$ cat src/rtl/alu_pkg.sv
// alu_pkg: shared encodings for the alu_seq execute unit.
//   op codes   : OP_ADD, OP_NAND, OP_SUB, OP_MUL
//   cond codes : COND_ALWAYS, COND_C, COND_Z, COND_NEVER
//   state_t    : control state; the BUSY state exists only when ALU_MUL_EN
//                is defined (iterative multiplier present).
package alu_pkg;

  localparam logic [1:0] OP_ADD  = 2'b00;
  localparam logic [1:0] OP_NAND = 2'b01;
  localparam logic [1:0] OP_SUB  = 2'b10;
  localparam logic [1:0] OP_MUL  = 2'b11;

  localparam logic [1:0] COND_ALWAYS = 2'b00;
  localparam logic [1:0] COND_C      = 2'b01;
  localparam logic [1:0] COND_Z      = 2'b10;
  localparam logic [1:0] COND_NEVER  = 2'b11;

`ifdef ALU_MUL_EN
  typedef enum logic {ST_IDLE, ST_BUSY} state_t;
`else
  typedef enum logic {ST_IDLE} state_t;
`endif

endpackage

$ cat src/rtl/alu_mul_iter.sv
// alu_mul_iter: unsigned shift-add multiplier, one partial product per cycle.
// Ports:
//   clk, reset : clock, synchronous active-high reset
//   start      : load a/b and begin WIDTH iterations (ignored while running)
//   a, b       : multiplicand, multiplier
//   done       : high during the final iteration cycle
//   product    : 2*WIDTH product; holds the complete result while done=1
module alu_mul_iter #(
  parameter int WIDTH = 16
) (
  input  logic               clk,
  input  logic               reset,
  input  logic               start,
  input  logic [WIDTH-1:0]   a,
  input  logic [WIDTH-1:0]   b,
  output logic               done,
  output logic [2*WIDTH-1:0] product
);

  localparam int CW = $clog2(WIDTH);

  logic [2*WIDTH-1:0] acc_reg;
  logic [2*WIDTH-1:0] mcand_reg;
  logic [WIDTH-1:0]   mplier_reg;
  logic [CW-1:0]      cnt_reg;
  logic               run_reg;

  // product is the accumulator after this cycle's partial product, so on the
  // last iteration the caller can capture the full result at the same edge.
  assign product = acc_reg + (mplier_reg[0] ? mcand_reg : '0);
  assign done    = run_reg && (cnt_reg == CW'(WIDTH - 1));

  always_ff @(posedge clk) begin
    if (reset) begin
      acc_reg    <= '0;
      mcand_reg  <= '0;
      mplier_reg <= '0;
      cnt_reg    <= '0;
      run_reg    <= 1'b0;
    end else if (start && !run_reg) begin
      acc_reg    <= '0;
      mcand_reg  <= {{WIDTH{1'b0}}, a};
      mplier_reg <= b;
      cnt_reg    <= '0;
      run_reg    <= 1'b1;
    end else if (run_reg) begin
      acc_reg    <= product;
      mcand_reg  <= mcand_reg << 1;
      mplier_reg <= mplier_reg >> 1;
      cnt_reg    <= cnt_reg + 1'b1;
      if (done) run_reg <= 1'b0;
    end
  end

endmodule

$ cat src/rtl/alu_seq.sv
// alu_seq: registered ALU with carry/zero flag registers, conditional
// execution and a valid/ready input handshake.
// Ports:
//   clk, reset          : clock, synchronous active-high reset
//   in_valid / in_ready : request handshake, accepted when both high
//   op, cond            : operation and execution condition
//   in1, in2            : operands
//   flags_load/flags_in : direct {carry, zero} overwrite, wins over commits
//   result              : registered result, held between operations
//   out_valid, wb_en    : completion pulse; wb_en=1 when the op was taken
//   carry_flag/zero_flag: architectural flags
//   neg                 : result sign bit
//   busy                : multi-cycle multiply in progress
// Build option: define ALU_MUL_EN to enable the iterative multiplier for
// op 11; otherwise op 11 completes in one cycle as a skipped operation.
module alu_seq
  import alu_pkg::*;
#(
  parameter int WIDTH = 16
) (
  input  logic             clk,
  input  logic             reset,
  input  logic             in_valid,
  output logic             in_ready,
  input  logic [1:0]       op,
  input  logic [1:0]       cond,
  input  logic [WIDTH-1:0] in1,
  input  logic [WIDTH-1:0] in2,
  input  logic             flags_load,
  input  logic [1:0]       flags_in,
  output logic [WIDTH-1:0] result,
  output logic             out_valid,
  output logic             wb_en,
  output logic             carry_flag,
  output logic             zero_flag,
  output logic             neg,
  output logic             busy
);

  state_t           state_reg, state_next;
  logic [WIDTH-1:0] result_reg, result_next;
  logic             carry_reg, carry_next;
  logic             zero_reg, zero_next;
  logic             out_valid_reg, out_valid_next;
  logic             wb_en_reg, wb_en_next;

  logic             accept;
  logic             cond_ok;
  logic             is_sub;
  logic [WIDTH-1:0] addend;
  logic [WIDTH:0]   sum;
  logic [WIDTH-1:0] nand_res;

  assign in_ready = (state_reg == ST_IDLE);
  assign accept   = in_valid && in_ready;

  // SUB reuses the adder as in1 + ~in2 + 1, so carry-out means "no borrow".
  assign is_sub   = (op == OP_SUB);
  assign addend   = is_sub ? ~in2 : in2;
  assign sum      = {1'b0, in1} + {1'b0, addend} + {{WIDTH{1'b0}}, is_sub};
  assign nand_res = ~(in1 & in2);

  always_comb begin
    cond_ok = 1'b0;
    case (cond)
      COND_ALWAYS: cond_ok = 1'b1;
      COND_C:      cond_ok = carry_reg;
      COND_Z:      cond_ok = zero_reg;
      default:     cond_ok = 1'b0;
    endcase
  end

`ifdef ALU_MUL_EN
  logic               mul_start;
  logic               mul_done;
  logic [2*WIDTH-1:0] mul_product;

  alu_mul_iter #(.WIDTH(WIDTH)) u_mul (
    .clk     (clk),
    .reset   (reset),
    .start   (mul_start),
    .a       (in1),
    .b       (in2),
    .done    (mul_done),
    .product (mul_product)
  );

  assign busy = (state_reg == ST_BUSY);
`else
  assign busy = 1'b0;
`endif

  always_comb begin
    state_next     = state_reg;
    result_next    = result_reg;
    carry_next     = carry_reg;
    zero_next      = zero_reg;
    out_valid_next = 1'b0;
    wb_en_next     = 1'b0;
`ifdef ALU_MUL_EN
    mul_start      = 1'b0;
`endif

    if (accept) begin
      // A skipped op still reports completion so the sequencer can advance.
      out_valid_next = 1'b1;
      if (cond_ok) begin
        case (op)
          OP_ADD, OP_SUB: begin
            result_next = sum[WIDTH-1:0];
            carry_next  = sum[WIDTH];
            zero_next   = (sum[WIDTH-1:0] == '0);
            wb_en_next  = 1'b1;
          end
          OP_NAND: begin
            result_next = nand_res;
            zero_next   = (nand_res == '0);
            wb_en_next  = 1'b1;
          end
          default: begin
`ifdef ALU_MUL_EN
            // Completion is reported by the multiplier, not at acceptance.
            out_valid_next = 1'b0;
            mul_start      = 1'b1;
            state_next     = ST_BUSY;
`endif
          end
        endcase
      end
    end

`ifdef ALU_MUL_EN
    if (state_reg == ST_BUSY && mul_done) begin
      result_next    = mul_product[WIDTH-1:0];
      carry_next     = |mul_product[2*WIDTH-1:WIDTH];
      zero_next      = (mul_product[WIDTH-1:0] == '0);
      out_valid_next = 1'b1;
      wb_en_next     = 1'b1;
      state_next     = ST_IDLE;
    end
`endif

    if (flags_load) begin
      carry_next = flags_in[1];
      zero_next  = flags_in[0];
    end
  end

  always_ff @(posedge clk) begin
    if (reset) begin
      state_reg     <= ST_IDLE;
      result_reg    <= '0;
      carry_reg     <= 1'b0;
      zero_reg      <= 1'b0;
      out_valid_reg <= 1'b0;
      wb_en_reg     <= 1'b0;
    end else begin
      state_reg     <= state_next;
      result_reg    <= result_next;
      carry_reg     <= carry_next;
      zero_reg      <= zero_next;
      out_valid_reg <= out_valid_next;
      wb_en_reg     <= wb_en_next;
    end
  end

  assign result     = result_reg;
  assign out_valid  = out_valid_reg;
  assign wb_en      = wb_en_reg;
  assign carry_flag = carry_reg;
  assign zero_flag  = zero_reg;
  assign neg        = result_reg[WIDTH-1];

endmodule

$ cat config.mk
export PLATFORM = sky130hd
export DESIGN_NAME = alu_seq
export DESIGN_NICKNAME = d
export VERILOG_FILES = /design/src/rtl/alu_pkg.sv /design/src/rtl/alu_mul_iter.sv /design/src/rtl/alu_seq.sv
export SDC_FILE = /design/constraint.sdc
export NUM_CORES = 1
export LEC_CHECK = 0
export CAP_MARGIN = 5
export CORE_MARGIN = 8
export CORE_UTILIZATION = 44
export CTS_CLUSTER_DIAMETER = 80
export DETAILED_ROUTE_END_ITERATION = 6
export PLACE_DENSITY_LB_ADDON = 0.12
export SLEW_MARGIN = 20
export SYNTH_ARGS = -nofsm -noshare
export SYNTH_HDL_FRONTEND = slang
export SYNTH_SLANG_ARGS = --single-unit
$ cat constraint.sdc
create_clock -name clk -period 3.8 [get_ports clk]
set_input_delay 0.95 -clock clk [delete_from_list [all_inputs] [get_ports clk]]
set_output_delay 0.95 -clock clk [all_outputs]
set_load 0.01 [all_outputs]
Word level (Yosys, flattened, before mapping)
Cells that the tools add are included.

Register bits: 20. Output and inout bits: 23. Bits of input ports: 42. Logic and storage cells: 44.

$add $sub $neg: 2. Equal/unequal tests: 4. Reductions and logical operators: 15. Muxes and demuxes: 13. Bitwise gates (word level): 5.

Operators by type and width (count): $logic_not 16->1 (2); $not 16->16 (2); $pmux 16 s2 (1); $add 16x16->17 (1); $add 17x1->17 (1); $and 16x16->16 (1); $mux 16 (1); $mux 1 (9); $reduce_and 3->1 (3); $reduce_bool 2->1 (4); $reduce_or 3->1 (2); $eq 2x1->1 const B (2); $eq 2x2->1 const B (2); $logic_not 2->1 (2); $pmux 1 s3 (1); $reduce_bool 3->1 (1); $not 1->1 (2); $pmux 1 s2 (1); $reduce_or 2->1 (1).

Logic depth before layout (Yosys ltp)
Gate-level depths: netlist of run 1.

Depth in word-level cells: 9. Gate-level depth with buffers: 13. Mapped depth without buffers: 10.

Worst setup path after synthesis of run 1
Ideal clock, no wire load.

Path type: input-to-reg. From: input op[1]. To: register result_reg[13] (netlist: result[13]). Arrival time: 3.796 ns. Path buffers: 2. Data required time: 3.663 ns. Stages: 12. Setup slack: -0.133 ns. Path through: or2b_1 > clkbuf_1 > clkbuf_1 > xnor2_1 > ha_1 > and4bb_1 > nor3_2 > or4_4 > and4_4 > a2111oi_2 > nand2b_1 > a31oi_1.

Cells in the longest elaborated chain, start to end: 5. Elaborated cells between the ends (all ways): 10.

Ends and longest elaborated chain: start, declared (RTL line alu_seq.sv:25) `input logic [1:0] op,`; $eq 2x2->1 (RTL line alu_seq.sv:58, alu_seq.sv:108); $mux 16 (RTL line alu_seq.sv:59) `assign addend = is_sub ? ~in2 : in2;`; $add 16x16->17 (RTL line alu_seq.sv:60) `assign sum = {1'b0, in1} + {1'b0, addend} + {{WIDTH{1'b0}}, is_sub};`; $add 17x1->17 (RTL line alu_seq.sv:60); $pmux 16 s2 (RTL line alu_seq.sv:108) `case (op)`; end signal, assigned (RTL line alu_seq.sv:159) `result_reg <= result_next;`; end, declared (RTL line alu_seq.sv:41) `logic [WIDTH-1:0] result_reg, result_next;`.

Parallel ways exist; a longest one is shown, timed or not. A chain may end at the register's enable or synchronous reset.

Worst setup path after layout of run 1
From: input in2[0]. To: register zero_reg (netlist: zero_flag).

Cells in the longest elaborated chain, start to end: 9. Elaborated cells between the ends (all ways): 12.

Ends and longest elaborated chain: start, declared (RTL line alu_seq.sv:28) `input logic [WIDTH-1:0] in2,`; $not 16->16 (RTL line alu_seq.sv:59); $mux 16 (RTL line alu_seq.sv:59); $add 16x16->17 (RTL line alu_seq.sv:60); $add 17x1->17 (RTL line alu_seq.sv:60); $logic_not 16->1 (RTL line alu_seq.sv:112) `zero_next = (sum[WIDTH-1:0] == '0);`; $pmux 1 s2 (*) (RTL line alu_seq.sv:108); $mux 1 (*) (RTL line alu_seq.sv:107) `if (cond_ok) begin`; $mux 1 (*) (RTL line alu_seq.sv:104) `if (accept) begin`; $mux 1 (*) (RTL line alu_seq.sv:143) `if (flags_load) begin`; end signal, assigned (RTL line alu_seq.sv:161) `zero_reg <= zero_next;`; end, declared (RTL line alu_seq.sv:43) `logic zero_reg, zero_next;`.

Mark *: on every way between the ends. The rest lies on a longest branch, timed or not. The select of a mux whose other input is x is not followed.

==> results of run 1 <==
cells in the final DEF, fill, tap and decap left out, drive strengths merged, types with 3 or more instances in the layout:
cell and count:
o2111ai 3, o21ai 23, xor2 4, nor2b 4
a211oi 10, inv 4, dfxtp 20, nand2 23
nand3 11, or4 5, clkbuf 3, a311oi 3
nor3 13, nand2b 7, buf 49, ha 17
clkdlybuf4s50 60, nand4 6, and2 4, or3 4
nor2 23, and3 3, xnor2 18, o31ai 3
o21bai 3, o21a 6, a21oi 26, o211ai 4
a21o 3
repair_timing:
action                     4_1_cts  5_1_grt
setup endpoints to repair        3        8
gates resized for setup          4       10
setup buffers                    0        5
pin swaps                        0        9
how the worst max path moves through the flow:
stage / cells after the start / from / slack [ps] / endpoint
final: 10 / in2[0] / 310 / zero_flag
after global routing: 10 / in2[0] / 170 / zero_flag
after CTS: 12 / op[1] / 6 / zero_flag
after detailed placement: 12 / op[1] / -280 / result[13]
after global placement: 12 / op[1] / -210 / result[15]
after floorplan: 12 / op[1] / 40 / result[15]
metal layers:
metal	global-route usage	part of all wire
met1	0.2666	0.47
met2	0.3417	0.45
met3	0.02647	0.056
met4	0.06573	0.024
met5	0	0
cell type report:
cell class                 instances  area, µm²  share of cell area
clock buffer                       3      41.29             0.01246
inverter                           4      15.01            0.004530
multi-input combinational        254       1768              0.5334
sequential                        20      400.4              0.1208
tap                               67      83.83             0.02529
timing repair buffer             111       1006              0.3035
report_power, final:
group	total, mW	internal, mW	switching [mW]
Sequential	0.232	0.224	0.00736
Clock	0.134	0.0704	0.0636
Combinational	0.585	0.298	0.287
cell usage after synthesis (4+ instances only):
master / n / area share
o21a_1: 6 / 0.021
clkbuf_1: 11 / 0.019
a21oi_1: 26 / 0.059
nand2b_1: 7 / 0.020
xor2_1: 4 / 0.016
nor2b_1: 4 / 0.011
ha_1: 17 / 0.097
o211ai_1: 4 / 0.014
nor3_1: 12 / 0.027
nand2_1: 23 / 0.039
or3_1: 4 / 0.011
nor2_1: 23 / 0.039
o21ai_0: 20 / 0.046
nand3_1: 11 / 0.025
or4_1: 4 / 0.014
nand4_1: 6 / 0.017
dfxtp_1: 20 / 0.18
xnor2_1: 18 / 0.072
inv_1: 4 / 0.0069
a211oi_1: 9 / 0.031
metrics by stage:
step | area (µm²) | worst slack (ps) | util
after global routing | 3314 | 170.7 | 0.6971
after detailed placement | 3168 | -276.0 | 0.6663
after global placement | 3168 | -214.8 | 0.6663
final | 3314 | 307.8 | 0.6971
after floorplan | 2191 | 42.42 | -
after CTS | 3242 | 5.602 | 0.6818
kinds of logic (layout without fill, tap and decap cells):
family                   after synthesis  after routing  share of synthesized area
AO/OA/AOI/OAI                         99             99                     0.3029
flip-flops                            20             20                     0.1829
adder cells (fa/ha/maj)               18             18                     0.1063
AND/OR/NAND/NOR                      111            111                     0.2691
other                                  2              2                   0.003430
multiplexers                           2              2                   0.009143
XOR/XNOR                              22             22                    0.08800
buffers and inverters                 19            118                    0.03828
worst min-delay path, delay by kind of cell (launching register included):
| kind | cells | cell delay [ps] |
|---|---|---|
| AOI/OAI and AO/OA | 1 | 50 |
| DFF | 1 | 310 |
| and+or+nand+nor | 1 | 50 |
==> results.txt, run 1 <==
Status: finished, final reports clean
Initial antenna violation count: 0
Capturing point of the worst reg2reg path: result[15]
Routed vias/inst: 5.758
Max clock buf depth: 2
Hold path start: result[1]
Relative slew slack: 0.3693
DRT Pass-1 Iters: 4
RSZ-0062 raised after global routing: false
Power Total: 0.9510 mW
Reg2Reg Depth: 5
CP top delay family: compound AO/OA/AOI/OAI gates
Die Footprint: 7490 µm²
Sink Count: 20
Critical Path AT: 3680 ps
Largest stage delay, worst path: 550 ps
Core ar.: 4755 µm²
# hold bufs at CTS: 0
Routed Antenna Nets: 0
Gpl congestion: 0.8910
Die W: 86.55 µm
Aggregate global routing overflow: 0
DP HPWL: 6.383 mm
CP required: 3990 ps
Hold slack final: 450.9 ps
Post-layout min period: 3492 ps
CTS tree: done
Largest net degree at the start of global routing: 22
Tot GR Track Use: 0.2058
Sequential share of the synthesized area: 0.1829
Maximum fanout along the worst path: 5
Largest vdd supply drop: 0.1427 mV
Share of layout cells above drive strength 1: 0.1735
Synth warn: 0
Setup Skew: 5.960 ps
Via count: 2643
Diode count: 0
Number of flops mapped to enable cells by yosys: 0
MaxCap Viol Count: 0
Post-synth top flop: dfxtp_1
Origin of the critical flop-to-flop path: carry_flag
Total Wirelength: 7.771 mm
Startpoint types: input port
DRC: 0
Final setup fails: 0
Placed cells: 451
Die height: 86.55 µm
First-pass GRT wire length: 12.55 mm
Synth unique cells: 56
# rows: 25
Post-DR wirelength/cell: 16.93 µm
Worst-path cell chain: clkdlybuf4s50_1, o21ai_0, fa_1, a211oi_2, o211a_1, o21bai_1, a21oi_1, xnor2_1, or4_1, o21ai_1
Hold EP: result[1]
Initial Util: 0.4605
Achievable frequency: 0.2864 GHz
Layout area overhead: 51.37%
Worst-Margin Slew: 944.0 ps
FF+latch count, synth: 20
Ports: 65
Clock transition at path regs: 70 ps
Max reg flops: 16
Cells after Synth: 293
CP Capture Type: register
Cell area after synthesis: 2190 µm²
Final nets: 454
Final Cycle Share: 0.9190
Asr flop ratio synth: 0
Fin. Hold Viols: 0
# H-tree levels: 1
WHS Path Cells: 2
Worst hold path class: reg -> reg
Final Slew Violations: 0
Vias in the first global route: 2517
R2r setup slk: 2010 ps
Clock Tree Root: clkbuf_8
Non-Filler Instances: 459
Net Count, Synth: 353
Worst path slowest cell: clkdlybuf4s50_1
Worst-Skew Late Latency: 250 ps
TritonCTS Buffers: 3
Final setup TNS: 0 ps
Initial drt markers: 187
Worst path bufs/invs: 1
Crit Path Class: in -> reg
Fill count: 430
Leakage: 1.318 nW
Pwr per Cell Area: 286.9 nW/µm²
Avg Cell Area, Syn: 7.473 µm²
PortBufs: 62
No activity file was read; power rests on OpenSTA's default activity.
==> run 2, diff against run 1 <==
- CORE_ASPECT_RATIO: not set -> 1.5
- REMOVE_ABC_BUFFERS: not set -> 1
==> results.txt, run 2 (synthesis results as in run 1) <==
Setup Skew: 7.288 ps (was 5.960 ps)
CP top delay family: simple AND/OR/NAND/NOR gates (was compound AO/OA/AOI/OAI gates)
# rows: 31 (was 25)
Crit Path Class: in -> reg (unchanged)
CTS tree: done (unchanged)
Worst hold path class: reg -> reg (unchanged)
Final Slew Violations: 0 (unchanged)
Startpoint types: input port (unchanged)
Aggregate global routing overflow: 0 (unchanged)
Initial antenna violation count: 0 (unchanged)
Core ar.: 4810 µm² (was 4755 µm²)
Vias in the first global route: 2538 (was 2517)
Worst path bufs/invs: 1 (unchanged)
Achievable frequency: 0.2833 GHz (was 0.2864 GHz)
Finished Core Util: 0.7073 (was 0.6971)
Fill count: 400 (was 430)
MaxCap Viol Count: 0 (unchanged)
Total Wirelength: 7.457 mm (was 7.771 mm)
Commonest non-fill, non-tap cell in the layout: clkdlybuf4s50_1 (unchanged)
Clock power frac: 0.205 (was 0.141)
Clock Tree Root: clkbuf_8 (unchanged)
# H-tree levels: 1 (unchanged)
Diode count: 0 (unchanged)
DRT Pass-1 Iters: 5 (was 4)
Final setup fails: 0 (unchanged)
Sw frac: 0.3498 (was 0.3764)
Comb pwr share: 0.572 (was 0.616)
Hold path start: result[1] (unchanged)
Clock transition at path regs: 80 ps (was 70 ps)
Origin of the critical flop-to-flop path: carry_flag (unchanged)
Leakage: 1.356 nW (was 1.318 nW)
Sink Count: 20 (unchanged)
TritonCTS Buffers: 3 (unchanged)
Maximum fanout along the worst path: 4 (was 5)
DRC: 0 (unchanged)
Routed vias/inst: 5.726 (was 5.758)
Relative slew slack: 0.4090 (was 0.3693)
Share of layout cells above drive strength 1: 0.1889 (was 0.1735)
Worst-path cell chain: clkdlybuf4s50_1, xnor2_4, ha_4, and4bb_2, nor3_4, or4_4, and4_4, a2111oi_4, nand2b_4, a31oi_1 (was clkdlybuf4s50_1, o21ai_0, fa_1, a211oi_2, o211a_1, o21bai_1, a21oi_1, xnor2_1, or4_1, o21ai_1)
Multi-input logic area: 1794 µm² (was 1768 µm²)
Power Total: 1.038 mW (was 0.9510 mW)
Tot GR Track Use: 0.1908 (was 0.2058)
Sequential Area: 400.4 µm² (unchanged)
Gpl congestion: 0.8906 (was 0.8910)
Worst-Margin Slew: 884.7 ps (was 944.0 ps)
Largest vdd supply drop: 0.1457 mV (was 0.1427 mV)
Internal Power: 0.6750 mW (was 0.5930 mW)
Die Footprint: 7536 µm² (was 7490 µm²)
Ports: 65 (unchanged)
Initial Util: 0.4553 (was 0.4605)
Max reg flops: 16 (unchanged)
DP HPWL: 6.131 mm (was 6.383 mm)
Worst-Skew Late Latency: 260 ps (was 250 ps)
Max clock buf depth: 2 (unchanged)
Net Switching: 0.3631 mW (was 0.3579 mW)
Post-DR wirelength/cell: 16.11 µm (was 16.93 µm)
Worst path slowest cell: or4_4 (was clkdlybuf4s50_1)
Largest net degree at the start of global routing: 22 (unchanged)
Final Cycle Share: 0.9288 (was 0.9190)
RSZ-0062 raised after global routing: false (unchanged)
Reg power frac: 0.223 (was 0.244)
Largest stage delay, worst path: 540 ps (was 550 ps)
Die height: 102.4 µm (was 86.55 µm)
First-pass GRT wire length: 11.52 mm (was 12.55 mm)
Status: finished, final reports clean (unchanged)
Layout area overhead: 55.37% (was 51.37%)
Critical Path AT: 3670 ps (was 3680 ps)
Via count: 2651 (was 2643)
Die W: 73.60 µm (was 86.55 µm)
PortBufs: 62 (unchanged)
Initial drt markers: 181 (was 187)
Final nets: 458 (was 454)
Routed Antenna Nets: 0 (unchanged)
Most frequent cells in the layout: clkdlybuf4s50_1, buf_4, a21oi_1 (unchanged)
Critical Path Source: in2[1] (was in2[0])
CP required: 3950 ps (was 3990 ps)
CP Capture Type: register (unchanged)
Fin. Hold Viols: 0 (unchanged)
Pwr per Cell Area: 305.1 nW/µm² (was 286.9 nW/µm²)
Post-layout min period: 3529 ps (was 3492 ps)
run 2: cell count changes in the layout (fill, tap and decap cells not counted), sizes merged:
cell / before / now
bufinv: 0 / 1
buf: 49 / 53
run 2: routing by layer:
layer | vias up | part of all wire | global-route usage
met1 | 1233 | 0.39 | 0.2035
met4 | 0 | 0.027 | 0.06955
met5 | - | 0 | 0
met3 | 15 | 0.066 | 0.03143
met2 | 88 | 0.52 | 0.3582
li1 | 1315 | - | -
run 2: timing repair:
action / CTS / global route
pin swaps: 0 / 13
resized for setup: 1 / 19
setup buffers: 0 / 6
endpoints found under the setup margin: 1 / 7
hold endpoints to repair: 0 / 0
hold buffers: 0 / 0
run 2: stage by stage:
step | instance area, µm² | setup TNS (ps) | hold WS [ps] | setup slack [ps] | cells
floorplan | 2121 | 0 | 470.0 | 128.3 | 278
global placement | 3177 | -1079 | 443.9 | -238.4 | 453
detailed placement | 3177 | -1286 | 459.6 | -267.1 | 453
CTS | 3253 | 0 | 468.1 | 4.446 | 457
global route | 3402 | 0 | 482.3 | 166.7 | 463
finish | 3402 | 0 | 465.5 | 270.7 | 463
run 2: worst register-to-register path, delay by kind of cell, from the launching register on:
family / cells / cell delay, ps
compound gates: 2 / 920
simple gates: 3 / 480
flops: 1 / 320
run 2: worst paths after layout:
path                      to  slack [ps]  depth (start not counted)
setup reg to reg  result[15]        1990                          5
hold reg to reg    result[1]         470                          2
hold / removal     result[1]         470                          2
setup / recovery  result[13]         270                         10
run 2: area by class of cell:
class,count,share of cell area
inverter,4,0.004413
multi-input combinational,254,0.5274
tap,66,0.02427
sequential,20,0.1177
clock inverter,1,0.008827
timing repair buffer,115,0.3053
clock buffer,3,0.01214
run 2: power groups by stage:
stage	Combinational (mW)	Clock [mW]	Sequential, mW
2_1_floorplan	0.283	0	0.243
4_1_cts	0.553	0.213	0.231
3_3_place_gp	0.540	0	0.236
5_1_grt	0.645	0.222	0.233
6_report	0.594	0.213	0.231
3_5_place_dp	0.548	0	0.236
==> run 3, diff against run 2 <==
- CTS_CLUSTER_SIZE: not set -> 20
- HOLD_SLACK_MARGIN: not set -> 0.1
==> results of run 3 <==
No change in the layout: final DEF, timing and power equal those of run 2.
